### config.mk
export PLATFORM = sky130hd
export DESIGN_NAME = uart_tx_core
export DESIGN_NICKNAME = d
export VERILOG_FILES = /design/src/rtl/uart_tx_core.sv
export SDC_FILE = /design/constraint.sdc
export NUM_CORES = 1
export LEC_CHECK = 0
export ABC_AREA = 1
export CAP_MARGIN = 20
export CORE_AREA = 8 8 79 81
export DETAILED_ROUTE_END_ITERATION = 8
export DIE_AREA = 0 0 87 89
export DONT_BUFFER_PORTS = 1
export SYNTH_ARGS = -nofsm -noshare
export SYNTH_HDL_FRONTEND = slang
export SYNTH_SLANG_ARGS = --single-unit
### constraint.sdc
create_clock -name clk -period 1.35 [get_ports clk]
set_input_delay 0.27 -clock clk [delete_from_list [all_inputs] [get_ports clk]]
set_output_delay 0.27 -clock clk [all_outputs]
set_load 0.02 [all_outputs]
### src/rtl/uart_tx_core.sv
// rtl/uart_tx_core.sv - UART transmitter core: start, LSB-first data, optional parity, stop bits
// Registered serial line, one-frame-at-a-time payload handshake.
module uart_tx_core #(
   parameter int DATA_BITS    = 8,
   parameter int CLKS_PER_BIT = 16,
   parameter int PARITY_MODE  = 0,
   parameter int STOP_BITS    = 1
) (
   input  logic                 clk,
   input  logic                 reset_n,
   input  logic [DATA_BITS-1:0] tx_data,
   input  logic                 tx_valid,
   output logic                 tx_ready,
   output logic                 tx_out,
   output logic                 busy,
   output logic                 done
);

   localparam int CW = $clog2(CLKS_PER_BIT);
   localparam int IW = $clog2(DATA_BITS + 1);
   localparam logic [CW-1:0] CNT_LAST  = CW'(CLKS_PER_BIT - 1);
   localparam logic [IW-1:0] DATA_LAST = IW'(DATA_BITS - 1);
   localparam logic [IW-1:0] STOP_LAST = IW'(STOP_BITS - 1);

   if (DATA_BITS < 5 || DATA_BITS > 9) begin : g_bad_data_bits
      $error("uart_tx_core: DATA_BITS must be 5..9");
   end
   if (CLKS_PER_BIT < 2) begin : g_bad_clks_per_bit
      $error("uart_tx_core: CLKS_PER_BIT must be at least 2");
   end
   if (PARITY_MODE < 0 || PARITY_MODE > 2) begin : g_bad_parity_mode
      $error("uart_tx_core: PARITY_MODE must be 0, 1 or 2");
   end
   if (STOP_BITS < 1 || STOP_BITS > 2) begin : g_bad_stop_bits
      $error("uart_tx_core: STOP_BITS must be 1 or 2");
   end

   typedef enum logic [2:0] {IDLE, START, DATA, PARITY, STOP} state_t;

   state_t                 state, state_n;
   logic [CW-1:0]          cnt, cnt_n;
   logic [IW-1:0]          idx, idx_n;
   logic [DATA_BITS-1:0]   shreg, shreg_n;
   logic                   par, par_n;
   logic                   tx_out_n;
   logic                   ready_en;
   logic                   bit_end;

   // ready_en keeps tx_ready low while in reset and releases it on the first edge after.
   assign tx_ready = (state == IDLE) && ready_en;
   assign busy     = (state != IDLE);
   assign bit_end  = (cnt == CNT_LAST);

   always_ff @(posedge clk or negedge reset_n) begin
      if (!reset_n) begin
         state    <= IDLE;
         cnt      <= '0;
         idx      <= '0;
         shreg    <= '0;
         par      <= 1'b0;
         tx_out   <= 1'b1;
         ready_en <= 1'b0;
      end else begin
         state    <= state_n;
         cnt      <= cnt_n;
         idx      <= idx_n;
         shreg    <= shreg_n;
         par      <= par_n;
         tx_out   <= tx_out_n;
         ready_en <= 1'b1;
      end
   end

   always_comb begin
      state_n = state;
      cnt_n   = cnt;
      idx_n   = idx;
      shreg_n = shreg;
      par_n   = par;
      done    = 1'b0;

      if (state != IDLE) begin
         cnt_n = bit_end ? '0 : cnt + 1'b1;
      end

      // idx counts data bits in DATA and stop bits in STOP.
      case (state)
         IDLE: begin
            if (tx_valid && tx_ready) begin
               state_n = START;
               shreg_n = tx_data;
               par_n   = (^tx_data) ^ (PARITY_MODE == 2);
               cnt_n   = '0;
               idx_n   = '0;
            end
         end
         START: begin
            if (bit_end) state_n = DATA;
         end
         DATA: begin
            if (bit_end) begin
               shreg_n = shreg >> 1;
               if (idx == DATA_LAST) begin
                  idx_n   = '0;
                  state_n = (PARITY_MODE != 0) ? PARITY : STOP;
               end else begin
                  idx_n = idx + 1'b1;
               end
            end
         end
         PARITY: begin
            if (bit_end) state_n = STOP;
         end
         STOP: begin
            if (bit_end) begin
               if (idx == STOP_LAST) begin
                  done    = 1'b1;
                  idx_n   = '0;
                  state_n = IDLE;
               end else begin
                  idx_n = idx + 1'b1;
               end
            end
         end
         default: state_n = IDLE;
      endcase

      // The line is registered, so it follows the state being entered.
      case (state_n)
         START:   tx_out_n = 1'b0;
         DATA:    tx_out_n = shreg_n[0];
         PARITY:  tx_out_n = par_n;
         default: tx_out_n = 1'b1;
      endcase
   end

endmodule

==> results.ini <==
[clocking]
cts_inserted_buffers=3
cts_buffer_depth=2
clk_latency_ps=260
cts_tree=yes
htreeDepth=1
cts.sinks=22
root_buffer=clkbuf_8
cts.clk_slew.worst_paths_ps=90

[yosys]
synth_nets=199
avgSynthCellArea_um2=7.751
ys_seq_area_frac=0.3848
ys.flop_type=dfrtp_1
synthDistinctLibCells=35
yosys-top-cells-count=nand2_1 (55), inv_1 (25), dfrtp_1 (21), nand3_1 (13), nor2_1 (11)
synthesis.area_mm2=0.001434
netlist.area_leader.share=0.3665
synth_edf_count=0
synth_most_common_cell=nand2_1
ys_ff_latch=22
synth_area_leader_cell=dfrtp_1
ys_warn_count=0
async_flop_share=1.000
syn_inst=185
ys_top_cells_by_area=dfrtp_1 (37%), nand2_1 (14%), inv_1 (6.5%), nand3_1 (4.5%), o221ai_1 (3.7%)

[finish]
fillerInstances=480
fin_nets=238
layout-drive-gt1-share=0.3453
regArea_um2=553.0
diodes=0
area_growth_pct=38.48
multiInputGateArea_um2=848.3

[setup_path]
startpoint=state[1]
reg2regPathDepth=7
path_max_fanout=3
worstSetupStartpointType=register
cp-end-kind=output port
required_ps=1080
r2r_end=par
critPathKind=reg2out
worstPathArrival_ps=1280
ff2ff_setup_slack_ps=-130
reg2reg_from=state[0]

[floorplan]
row_count=26
ioPinCount=15
start_util=0.2881
coreArea_mm2=0.004977
die_w_um=87
fp.dieH_um=89
dieArea_mm2=0.007743

[placement]
routabilityCongestion=0.7632
dp_slack_ps=-40.98
dp_hpwl_mm=2.322
port_buffers=0

[sta]
layout_setup_ws_ps=-204.4
rsz0062_at_grt=true
max_freq_ghz=0.6433
post-route-min-period_ps=1554
fin_skew_ps=4.314
setup_violations=20
fin_crit_sh=1.151
hold_violations=0
slew_viol_final=0
hold_slack_ps=200.5
setup_tns_ps=-1801

[flow_run]
cap_violations=0

[grt]
antenna_found_initial=0
grt_overflow=0
grt_pass1_vias=1285
grt_max_degree=23
grt_pass1_wl_mm=5.554
track_usage=0.08908

[route]
drt_drc_violations_left=0
avgRoutedWirePerCell_um=11.20
vias=1280
via_per_inst=4.369
totalWireLength_mm=3.281
firstDrtPassIters=4
ant_nets=0
drtIter0Drc=49

[hold_path]
worstHoldEndpoint=shreg[7]
holdCritStartpoint=tx_data[7]
whs_path_depth=2
hp-class=in2reg

[outcome]
violations=setup timing
status=finished, violations left

[pwr]
vdd_drop_max_mv=0.3369
seqPwrFrac=0.484
pwr-share-comb=0.060
p_int_uw=1089
clockPowerShare=0.456
p_per_area_mw_per_mm2=688.7
p_switching_uw=278.4
p_leak_uw=0.0009763
switching_share=0.2036

## layout by cell type (no fill, tap or decap), types with 2 or more instances in the layout
cell      count
buf_4        27
buf_6         5
clkbuf_8      3
dfrtp_1      20
ha_1          2
inv_1        23
inv_2         6
inv_4         3
nand2_1      53
nand2_4       6
nand3_1      11
nand3_2       2
nand3_4       3
nand4_1       3
nor2_1        9
nor2_4        4
o21ai_0       4
o21ai_1       2
o21ai_2       3
o221ai_1      5
xnor2_1       3
xor2_1        4
## registers in the layout, indices dropped and copies added (netlist names)
name	cells
shreg	8
cnt	4
idx	4
state	3
par	1
ready_en	1
tx_out	1
## how the worst max path moves through the flow
stage          endpoint  depth (start not counted)
3_3_place_gp     cnt[1]                          6
3_5_place_dp       done                          4
6_report           done                          5
5_1_grt            done                          5
2_1_floorplan  tx_ready                          3
4_1_cts            done                          5
## layer usage
metal / wire, um / vias to the layer above / GRT usage
li1: - / 664 / -
met2: 1651 / 14 / 0.1596
met1: 1503 / 598 / 0.1042
met5: 0 / - / 0
met4: 27 / 0 / 0.02347
met3: 98 / 4 / 0.02022
## metrics by stage
step	util	power, uW	instances	area (um^2)
5_1_grt	0.3989	1429	293	1986
6_report	0.3989	1367	293	1986
3_3_place_gp	0.3331	736.0	269	1658
2_1_floorplan	-	728.4	185	1469
3_5_place_dp	0.3331	736.9	269	1658
4_1_cts	0.3819	1374	287	1901
## power by group through the flow
stage / clock network [uW] / registers [uW] / logic (uW)
6_report: 624 / 661 / 82.5
4_1_cts: 633 / 661 / 78.8
5_1_grt: 669 / 662 / 97.5
3_3_place_gp: 0 / 675 / 61.3
2_1_floorplan: 0 / 675 / 53.8
3_5_place_dp: 0 / 675 / 62.2
## cell type report
class | count | area share
clock inverters | 1 | 0.01512
clock buffers | 3 | 0.02079
inverters | 33 | 0.06868
well taps | 70 | 0.04411
repair buffers | 35 | 0.1456
multi-input cells | 129 | 0.4272
flip-flops and latches | 22 | 0.2785
## cells by family after synthesis
| family | share of synthesized area |
|---|---|
| and+or+nand+nor | 0.3552 |
| buffers and inverters | 0.09686 |
| DFF | 0.3848 |
| AOI/OAI and AO/OA | 0.09163 |
| xor gates and xnor gates | 0.04276 |
| adders and majority gates | 0.02618 |
| other | 0.002615 |
## critical path: stages (launching register included)
cell	delay [ps]
dfrtp_1	420
inv_4	80
nand2_4	50
nor2_4	110
inv_2	60
nor3_4	290
## what timing repair did
action                     CTS  global route
cloned                       1             0
resized for setup           16             9
setup endpoints to repair   10            23
hold endpoints to repair    22             0
buffers inserted            12             5
pin swaps                    5             6
hold buffers                 1             0
Power figures use the tool's default switching activity.
